<file path="src/rtl/eth_fifo_pkg.sv">
// rtl/eth_fifo_pkg.sv - shared types and sizes for the async FIFO write path
package eth_fifo_pkg;

    localparam int CNT_W      = 12;
    localparam int FIFO_DEPTH = 4096;

    typedef enum logic [2:0] {
        IDLE  = 3'd0,
        ARB   = 3'd1,
        XFER  = 3'd2,
        DRAIN = 3'd3,
        GAP   = 3'd4
    } afifo_arb_state_t;

endpackage

</file>
<file path="src/rtl/rr_arbiter.sv">
// rtl/rr_arbiter.sv - combinational round-robin pick, searching from the index after last_idx
module rr_arbiter #(
    parameter int N = 2,
    localparam int IDX_W = (N > 1) ? $clog2(N) : 1
) (
    input  logic [N-1:0]     req_mask,
    input  logic [IDX_W-1:0] last_idx,
    output logic [N-1:0]     gnt
);

    logic             found;
    logic [IDX_W-1:0] idx;

    always_comb begin
        gnt   = '0;
        found = 1'b0;
        idx   = '0;
        for (int k = 1; k <= N; k++) begin
            idx = IDX_W'((int'(last_idx) + k) % N);
            if (!found && req_mask[idx]) begin
                gnt[idx] = 1'b1;
                found    = 1'b1;
            end
        end
    end

endmodule

</file>
<file path="src/rtl/afifo_wr_frame_arbiter.sv">
// rtl/afifo_wr_frame_arbiter.sv - frame-level round-robin arbiter on the async FIFO write port
module afifo_wr_frame_arbiter #(
    parameter int N_SRC      = 2,
    parameter int FIFO_DEPTH = eth_fifo_pkg::FIFO_DEPTH,
    parameter int CNT_W      = eth_fifo_pkg::CNT_W,
    parameter int MARGIN     = 8,
    parameter int GAP_CYC    = 2
) (
    input  logic                     clk,
    input  logic                     rst_n,
    input  logic [N_SRC-1:0]         req_i,
    input  logic [N_SRC*CNT_W-1:0]   req_len_i,
    input  logic [N_SRC*8-1:0]       src_data_i,
    input  logic [N_SRC-1:0]         src_valid_i,
    input  logic [N_SRC-1:0]         src_last_i,
    output logic [N_SRC-1:0]         src_ready_o,
    output logic [N_SRC-1:0]         grant_o,
    output logic [7:0]               fifo_din_o,
    output logic                     fifo_wr_en_o,
    input  logic                     fifo_full_i,
    input  logic [CNT_W-1:0]         fifo_wr_data_count_i,
    output logic                     err_len_o,
    output logic                     busy_o
);

    import eth_fifo_pkg::*;

    localparam int IDX_W = (N_SRC > 1) ? $clog2(N_SRC) : 1;
    localparam int GAP_W = $clog2(GAP_CYC + 1);
    localparam logic [CNT_W:0] DEPTH_M1 = (CNT_W+1)'(FIFO_DEPTH - 1);
    localparam logic [CNT_W:0] MARGIN_W = (CNT_W+1)'(MARGIN);

    afifo_arb_state_t state_q, state_d;
    logic [N_SRC-1:0] grant_q, grant_d;
    logic [IDX_W-1:0] g_idx_q, g_idx_d;
    logic [IDX_W-1:0] last_q, last_d;
    logic [CNT_W:0]   len_q, len_d;
    logic [CNT_W:0]   cnt_q, cnt_d;
    logic [GAP_W-1:0] gap_q, gap_d;
    logic [7:0]       din_q, din_d;
    logic             wr_en_q, wr_en_d;
    logic             err_q, err_d;
    logic             zseen_q, zseen_d;

    logic [CNT_W:0]   free, room, cnt_inc;
    logic [CNT_W:0]   len_arr [N_SRC];
    logic [7:0]       data_arr [N_SRC];
    logic [N_SRC-1:0] elig, zlen, pick;
    logic [IDX_W-1:0] pick_idx;
    logic             hs;

    // free-MARGIN saturates so a nearly full FIFO never wraps into a huge budget
    always_comb begin
        free     = DEPTH_M1 - {1'b0, fifo_wr_data_count_i};
        room     = (free >= MARGIN_W) ? (free - MARGIN_W) : '0;
        elig     = '0;
        zlen     = '0;
        pick_idx = '0;
        for (int i = 0; i < N_SRC; i++) begin
            len_arr[i]  = {1'b0, req_len_i[i*CNT_W +: CNT_W]};
            data_arr[i] = src_data_i[i*8 +: 8];
            zlen[i]     = req_i[i] && (len_arr[i] == '0);
            elig[i]     = req_i[i] && (len_arr[i] != '0) && (len_arr[i] <= room);
            if (pick[i]) begin
                pick_idx = IDX_W'(i);
            end
        end
    end

    rr_arbiter #(.N(N_SRC)) u_rr (
        .req_mask (elig),
        .last_idx (last_q),
        .gnt      (pick)
    );

    always_comb begin
        src_ready_o = '0;
        if (state_q == XFER && !fifo_full_i) begin
            src_ready_o = grant_q;
        end else if (state_q == DRAIN) begin
            src_ready_o = grant_q;
        end
    end

    assign hs      = src_valid_i[g_idx_q] && src_ready_o[g_idx_q];
    assign cnt_inc = cnt_q + 1'b1;

    always_comb begin
        state_d = state_q;
        grant_d = grant_q;
        g_idx_d = g_idx_q;
        last_d  = last_q;
        len_d   = len_q;
        cnt_d   = cnt_q;
        gap_d   = gap_q;
        din_d   = din_q;
        wr_en_d = 1'b0;
        err_d   = 1'b0;
        zseen_d = zseen_q;
        case (state_q)
            IDLE: begin
                zseen_d = 1'b0;
                if (|req_i) begin
                    state_d = ARB;
                end
            end
            ARB: begin
                // a zero-length request is reported once per arbitration visit, not every cycle
                if (|zlen && !zseen_q) begin
                    err_d   = 1'b1;
                    zseen_d = 1'b1;
                end
                if (|pick) begin
                    grant_d = pick;
                    g_idx_d = pick_idx;
                    len_d   = len_arr[pick_idx];
                    cnt_d   = '0;
                    state_d = XFER;
                end
            end
            XFER: begin
                if (hs) begin
                    din_d   = data_arr[g_idx_q];
                    wr_en_d = 1'b1;
                    cnt_d   = cnt_inc;
                    if (src_last_i[g_idx_q]) begin
                        err_d   = (cnt_inc != len_q);
                        state_d = GAP;
                    end else if (cnt_inc == len_q) begin
                        err_d   = 1'b1;
                        state_d = DRAIN;
                    end
                end
            end
            DRAIN: begin
                if (src_valid_i[g_idx_q] && src_last_i[g_idx_q]) begin
                    state_d = GAP;
                end
            end
            GAP: begin
                if (gap_q == GAP_W'(GAP_CYC - 1)) begin
                    state_d = IDLE;
                end else begin
                    gap_d = gap_q + 1'b1;
                end
            end
            default: state_d = IDLE;
        endcase
        if (state_d == GAP && state_q != GAP) begin
            grant_d = '0;
            gap_d   = '0;
            last_d  = g_idx_q;
        end
    end

    always_ff @(posedge clk or negedge rst_n) begin
        if (!rst_n) begin
            state_q <= IDLE;
            grant_q <= '0;
            g_idx_q <= '0;
            last_q  <= '0;
            len_q   <= '0;
            cnt_q   <= '0;
            gap_q   <= '0;
            din_q   <= 8'h00;
            wr_en_q <= 1'b0;
            err_q   <= 1'b0;
            zseen_q <= 1'b0;
        end else begin
            state_q <= state_d;
            grant_q <= grant_d;
            g_idx_q <= g_idx_d;
            last_q  <= last_d;
            len_q   <= len_d;
            cnt_q   <= cnt_d;
            gap_q   <= gap_d;
            din_q   <= din_d;
            wr_en_q <= wr_en_d;
            err_q   <= err_d;
            zseen_q <= zseen_d;
        end
    end

    assign grant_o      = grant_q;
    assign fifo_din_o   = din_q;
    assign fifo_wr_en_o = wr_en_q;
    assign err_len_o    = err_q;
    assign busy_o       = (state_q != IDLE);

endmodule

</file>
<file path="config.mk">
export PLATFORM = sky130hd
export DESIGN_NAME = afifo_wr_frame_arbiter
export DESIGN_NICKNAME = d
export VERILOG_FILES = /design/src/rtl/eth_fifo_pkg.sv /design/src/rtl/rr_arbiter.sv /design/src/rtl/afifo_wr_frame_arbiter.sv
export SDC_FILE = /design/constraint.sdc
export NUM_CORES = 1
export LEC_CHECK = 0
export CAP_MARGIN = 20
export CORE_AREA = 2 2 96 98
export DETAILED_ROUTE_END_ITERATION = 8
export DIE_AREA = 0 0 98 100
export GPL_ROUTABILITY_DRIVEN = 0
export PLACE_DENSITY = 0.66
export SLEW_MARGIN = 20
export SYNTH_ARGS = -nofsm -noshare
export SYNTH_HDL_FRONTEND = slang
export SYNTH_HIERARCHICAL = 1
export SYNTH_SLANG_ARGS = --single-unit
</file>
<file path="constraint.sdc">
create_clock -name clk -period 2.05 [get_ports clk]
set_input_delay 0.41 -clock clk [delete_from_list [all_inputs] [get_ports clk]]
set_output_delay 0.41 -clock clk [all_outputs]
set_load 0.02 [all_outputs]
</file>
# --- After elaboration in Yosys (flattened, before gate mapping) ---
# Cells that the tools add are included.
word_totals:
  inputBits: 61
  elab_cells: 133
  out_inout_bits: 15
  register_bits: 46
op_classes:
  magnitude_cmp: 10
  bitwise_logic: 3
  n_addsub: 6
  n_reduce_logical: 37
  n_eq_ne: 13
  mux: 53
op_table:
  columns: ["cell", "n"]
  rows:
  - ["$mux W13", 5]
  - ["$le A12 B13 Y1", 2]
  - ["$pmux W13 S2", 1]
  - ["$logic_not A12 Y1", 2]
  - ["$mux W8", 3]
  - ["$reduce_bool A12 Y1", 2]
  - ["$mux W1", 21]
  - ["$mux W3", 7]
  - ["$mux W2", 10]
  - ["$pmux W3 S5", 1]
  - ["$logic_and A1 B1 Y1", 14]
  - ["$add A13 B1 Y13 const B", 1]
  - ["$eq A13 B13 Y1", 1]
  - ["$ge A13 B4 Y1 const B", 1]
  - ["$ne A13 B13 Y1", 1]
  - ["$sub A12 B12 Y13 const A", 1]
  - ["$sub A13 B4 Y13 const B", 1]
  - ["$mux W12", 1]
  - ["$reduce_and A2 Y1", 5]
  - ["$reduce_bool A2 Y1", 5]
  - ["$eq A3 B2 Y1 const B", 2]
  - ["$eq A3 B3 Y1 const B", 2]
  - ["$lt A1 B2 Y1 const B", 3]
  - ["$ne A2 B2 Y1 const B", 3]
  - ["17 further kinds", 27]

# --- Longest topological paths before layout ---
logic_depth:
  ltp_word: 18
  ltp_mapped: 21

# --- By module ---
# The synthesis kept the hierarchy.
modules_own_cells:
  columns: ["module", "cells_per_inst", "area_each_um2", "n_inst", "seq_area_each_um2"]
  rows:
  - ["afifo_wr_frame_arbiter", 396, 3410.8, 1, 1126.1]
  - ["rr_arbiter", 3, 18.8, 1, 0.0]

# --- Worst setup path after synthesis ---
# Ideal clock, no wire load.
synth_path:
  kind: "input to register"
  startpoint: "input fifo_wr_data_count_i[3]"
  endpoint: "register len_q[10]"
  t_arrival_ns: 3.761
  setup_time_ns: 0.137
  path_stages: 16
  slack_ns: -1.848
  required_time_ns: 1.913
  cell_sequence: "ha_1 -> and2_1 -> clkbuf_1 -> nand3_1 -> o21ai_0 -> ha_1 -> and4_1 -> a2111oi_0 -> o211ai_1 -> a31oi_1 -> o311a_1 -> a21boi_0 -> clkbuf_1 -> clkbuf_1 -> mux2i_1 -> a21oi_1"
synth_via:
  elab_chain_len: 16
synth_rtl:
  columns: ["item", "line_no", "source"]
  rows:
  - ["start: declaration", "afifo_wr_frame_arbiter.sv:21", "input logic [CNT_W-1:0] fifo_wr_data_count_i,"]
  - ["$sub A12 B12 Y13 *", "afifo_wr_frame_arbiter.sv:54", "free = DEPTH_M1 - {1'b0, fifo_wr_data_count_i};"]
  - ["$sub A13 B4 Y13 / $ge A13 B4 Y1 (equally long branches)", "afifo_wr_frame_arbiter.sv:55", "room = (free >= MARGIN_W) ? (free - MARGIN_W) : '0;"]
  - ["$mux W13 *", "afifo_wr_frame_arbiter.sv:55", null]
  - ["$le A12 B13 Y1 *", "afifo_wr_frame_arbiter.sv:63", "elig[i] = req_i[i] && (len_arr[i] != '0) && (len_arr[i] <= room);"]
  - ["$logic_and A1 B1 Y1 *", "afifo_wr_frame_arbiter.sv:63", null]
  - ["net elig[1]", "afifo_wr_frame_arbiter.sv:48", "logic [N_SRC-1:0] elig, zlen, pick;"]
  - ["$mux W1 (not written as such) (2 in a row)", "rr_arbiter.sv:20", "if (!found && req_mask[idx]) begin"]
  - ["$mux W1", "rr_arbiter.sv:20", null]
  - ["$logic_not A1 Y1", "rr_arbiter.sv:20", null]
  - ["$logic_and A1 B1 Y1", "rr_arbiter.sv:20", null]
  - ["$mux W2 *", "rr_arbiter.sv:20", null]
  - ["net pick[1]", "afifo_wr_frame_arbiter.sv:48", null]
  - ["$mux W1", "afifo_wr_frame_arbiter.sv:64", "if (pick[i]) begin"]
  - ["$not A1 Y2 (not written as such)", "afifo_wr_frame_arbiter.sv:116", "len_d = len_arr[pick_idx];"]
  - ["$mux W12 (not written as such)", "afifo_wr_frame_arbiter.sv:116", null]
  - ["$mux W13 (not written as such) (2 in a row)", "afifo_wr_frame_arbiter.sv:116", null]
  - ["end signal: assignment", "afifo_wr_frame_arbiter.sv:174", "len_q <= len_d;"]
  - ["end: declaration", "afifo_wr_frame_arbiter.sv:37", "logic [CNT_W:0] len_q, len_d;"]
# The timed path passes the listed nets; every way through them passes the cells marked *. The select of a mux whose other input is x is not followed.
# A chain may end at the register's enable or synchronous reset.

# --- Final worst setup path ---
layout_path:
  startpoint: "input fifo_wr_data_count_i[6]"
  endpoint: "register len_q[4]"
layout_rtl:
  columns: ["item", "line_no", "source"]
  rows:
  - ["$sub A12 B12 Y13 *", "afifo_wr_frame_arbiter.sv:54", null]
  - ["$sub A13 B4 Y13 / $ge A13 B4 Y1 (equally long branches)", "afifo_wr_frame_arbiter.sv:55", null]
  - ["$mux W13 *", "afifo_wr_frame_arbiter.sv:55", null]
  - ["$le A12 B13 Y1 *", "afifo_wr_frame_arbiter.sv:63", null]
  - ["$logic_and A1 B1 Y1 *", "afifo_wr_frame_arbiter.sv:63", null]
  - ["net elig[0]", "afifo_wr_frame_arbiter.sv:48", null]
  - ["$mux W1 (not written as such) (2 in a row)", "rr_arbiter.sv:20", null]
  - ["$mux W1", "rr_arbiter.sv:20", null]
  - ["$logic_not A1 Y1", "rr_arbiter.sv:20", null]
  - ["$logic_and A1 B1 Y1", "rr_arbiter.sv:20", null]
  - ["$mux W2 *", "rr_arbiter.sv:20", null]
  - ["net pick[0]", "afifo_wr_frame_arbiter.sv:48", null]
  - ["$reduce_or A2 Y1 *", "afifo_wr_frame_arbiter.sv:113", "if (|pick) begin"]
  - ["$reduce_and A2 Y1 (no line) *", null, null]
# Marks and branches as above.

==> summary.txt <==
Global route
  • Largest net degree at the start of global routing: 19
  • GRT Overall Usage: 22.6%
  • First-pass GRT wire length: around 18 mm
  • Total grt overflow: 0
  • Initial antenna violation count: 0
  • Vias in the first global route: 3849

Setup path
  • CP peak stage delay: 0.32 ns
  • CP Capture Type: flop
  • Crit path kind: in2reg
  • CP Launch Type: input port
  • Max stage delay cell, worst path: a221o_1
  • Crit Path Max Fanout: 8
  • Arrival time worst endpoint: 3.48 ns
  • Cell Chain, Critical Path: buf_6, and4_4, and3_4, nand3_4, nand2_4, ha_4, a21o_1, a21o_1, a221o_1, a31o_2, a31oi_4, buf_6, a21boi_4, o21a_4, buf_6, clkbuf_16, nor2_2, a21oi_2
  • CP required: 2.26 ns
  • Most frequent cell on the critical path: buf_6
  • Worst R2R Path Depth: 8

Route
  • DRT Pass-1 Iters: 4
  • ANT nets after route: 0
  • DRC: 0
  • Via count: ~3800
  • WL final: 11.7 mm
  • Drt wl/cell: 17.1 microns
  • DRT iter0 DRCs: ~120
  • DR vias/cell: roughly 5.5

Cells and area
  • Fin cells: 686
  • Antenna Cells: 0
  • Nets: 663
  • Fin util: 67.1%
  • Layout area overhead: 73.8%
  • Layout cells sized above 1: 43.5%

Yosys
  • Synth Net Count: 488
  • Ys async rst share: 100%
  • Dominant cell type by area after synthesis: dfrtp_1
  • Synthesized netlist cell count: about 400
  • Synth area leaders: dfrtp_1 (33%), ha_1 (10%), mux2i_1 (6.1%)
  • Share of the synthesized area in the top cell type: about 33%
  • Post-synthesis cell area: about 0.0034 sq mm
  • Sequential share of the synthesized area: 32.8%
  • Post-synth EDFFs: 0
  • Syn_area_per_cell: 8.60 sq um
  • Top_reg_cell synth: dfrtp_1
  • Synth warn: 6
  • Count leader, synth: dfrtp_1
  • Yosys cell types: 56
  • #FFs+latches synth: 45
  • Synth cell count leaders: dfrtp_1 (45), nor2_1 (37), nand2_1 (36), o21ai_0 (34)

Place
  • Dpl hpwl: 8.29 mm
  • Cells after DPL: 660
  • IO Port Bufs: 75

Clocking
  • Hold-fix buffers, CTS: 0
  • Clock Sinks: 45
  • Worst-path clk slew: 0.08 ns
  • CTS HTree Levels: 2
  • CTS Buf Count: 5
  • Root buffer cell: clkbuf_8
  • CTS tree: yes
  • Max Root-Sink Buffers: 2
  • Clock latency on the worst-skew pair: 0.30 ns

Die
  • Die Height: 100 microns
  • Die W: 98 microns
  • Io pins: 76
  • Core Box Area: 0.00889 sq mm
  • Core Rows: 35
  • Initial Utilization: about two fifths
  • Die area: 0.00980 sq mm

Power
  • Clock share of power: 11.1%
  • Pleak: 2.56 nW
  • Sw Share: 40.9%
  • Sequential Power Share: 31.0%
  • Switch Pwr: between 1.5 and 2 mW
  • Internal Power: ~2.8 mW
  • Worst vdd ir: 0.000425 V
  • Comb pwr share: a little under 60%
  • PD cells: 786 mW/mm^2

STA
  • F_max: approximately 310 MHz
  • Max-slew headroom: between 60 and 70%
  • Min Clock Period, post-route: 3.27 ns
  • Final hold viol count: 4
  • Max-slew violation count: 0
  • RSZ-0062 raised after global routing: yes
  • Worst hold slack: -0.00258 ns
  • Fin worst setup slack: -1.22 ns
  • Worst-Margin Slew: 0.564 ns
  • Worst clock skew: between 0.006 and 0.007 ns
  • Final setup vio count: 30
  • Final period utilization: 159%

Job
  • Max-Cap Viols: 0

Run status
  • Status: complete, but fails checks
  • Failing checks: negative hold slack, negative setup slack

Min path
  • Hold Crit Class: in2async
[area by class of cell]
class | instances | area, sq um
sequential | 45 | 1130
fill | 666 | 2930
multi-input combinational | 321 | 2840
inverter | 13 | 52.6
clock buffer | 8 | 80.1
tap | 111 | 139
timing repair buffer | 188 | 1720
[per-stage QoR]
stage          worst slack [ns]  TNS, ns  instance area (sq um)  hold WS (ns)  total power, mW
3_3_place_gp              -1.77   -53.40                   5030         0.328             3.40
4_1_cts                   -1.07   -30.54                   5630       0.00369             4.35
2_1_floorplan             -1.21   -33.36                   3570         0.114             2.68
3_5_place_dp              -1.92   -58.07                   5030         0.322             3.48
5_1_grt                   -1.37   -38.15                   5960        0.0106             4.98
6_report                  -1.22   -33.59                   5960      -0.00258             4.69
[repair_timing]
action / CTS / global route
gates cloned: 3 / 1
endpoints found under the setup margin: 37 / 35
setup buffers: 12 / 5
gates resized for setup: 119 / 67
pin swaps: 41 / 30
[final timing paths]
path / startpoint / slack [ns] / endpoint
setup reg to reg: cnt_q[0] / -0.03 / state_q[0]
setup / recovery: fifo_wr_data_count_i[6] / -1.22 / len_q[4]
hold reg to reg: fifo_din_o[0] / 0.48 / fifo_din_o[0]
hold / removal: rst_n / -0.003 / cnt_q[12]
min in group clk: fifo_din_o[0] / 0.48 / fifo_din_o[0]
max in group asynchronous: rst_n / 1.51 / len_q[0]
[worst max-delay path: cells and delay by family]
family,cells,cell delay [ns]
and+or+nand+nor,5,0.78
AOI/OAI and AO/OA,8,1.63
buffers and inverters,4,0.46
adders and majority gates,1,0.20
[flip-flops by register name, summed over array words and instances, names as in the netlist]
register,cells
cnt_q,13
gap_q,2
grant_o,2
g_idx_q,1
err_len_o,1
fifo_wr_en_o,1
state_q,3
fifo_din_o,8
zseen_q,1
len_q,12
last_q,1
[per-layer routing]
layer  wire [microns]  global-route usage, %
met2             6520                   44.7
met1             4440                   25.2
met4              323                   6.30
met5                0                      0
met3              425                   2.79
[power groups by stage]
stage	Combinational [mW]	Sequential (mW)	Clock (mW)
6_report	2.71	1.45	0.523
5_1_grt	2.92	1.49	0.570
4_1_cts	2.40	1.42	0.533
3_5_place_dp	2.07	1.42	0
3_3_place_gp	2.01	1.40	0
2_1_floorplan	1.26	1.42	0
[logic make-up after synthesis]
logic type / after synthesis / share of synthesized area, %
compound gates: 103 / 18.8
flops: 45 / 32.8
buf+inv: 33 / 4.12
mux: 23 / 6.79
xor+xnor: 19 / 4.85
fa+ha+maj: 28 / 10.2
simple gates: 148 / 22.4
[layout by cell type (no fill, tap or decap), types with 12 or more instances in the layout]
cell	count
o21ai_2	12
dfrtp_1	44
nor2_1	27
nand2_1	26
clkdlybuf4s50_1	59
mux2i_1	13
buf_4	99
buf_6	13
a21oi_2	18
ha_1	14
Note: power is estimated with default switching activity, not from simulation.
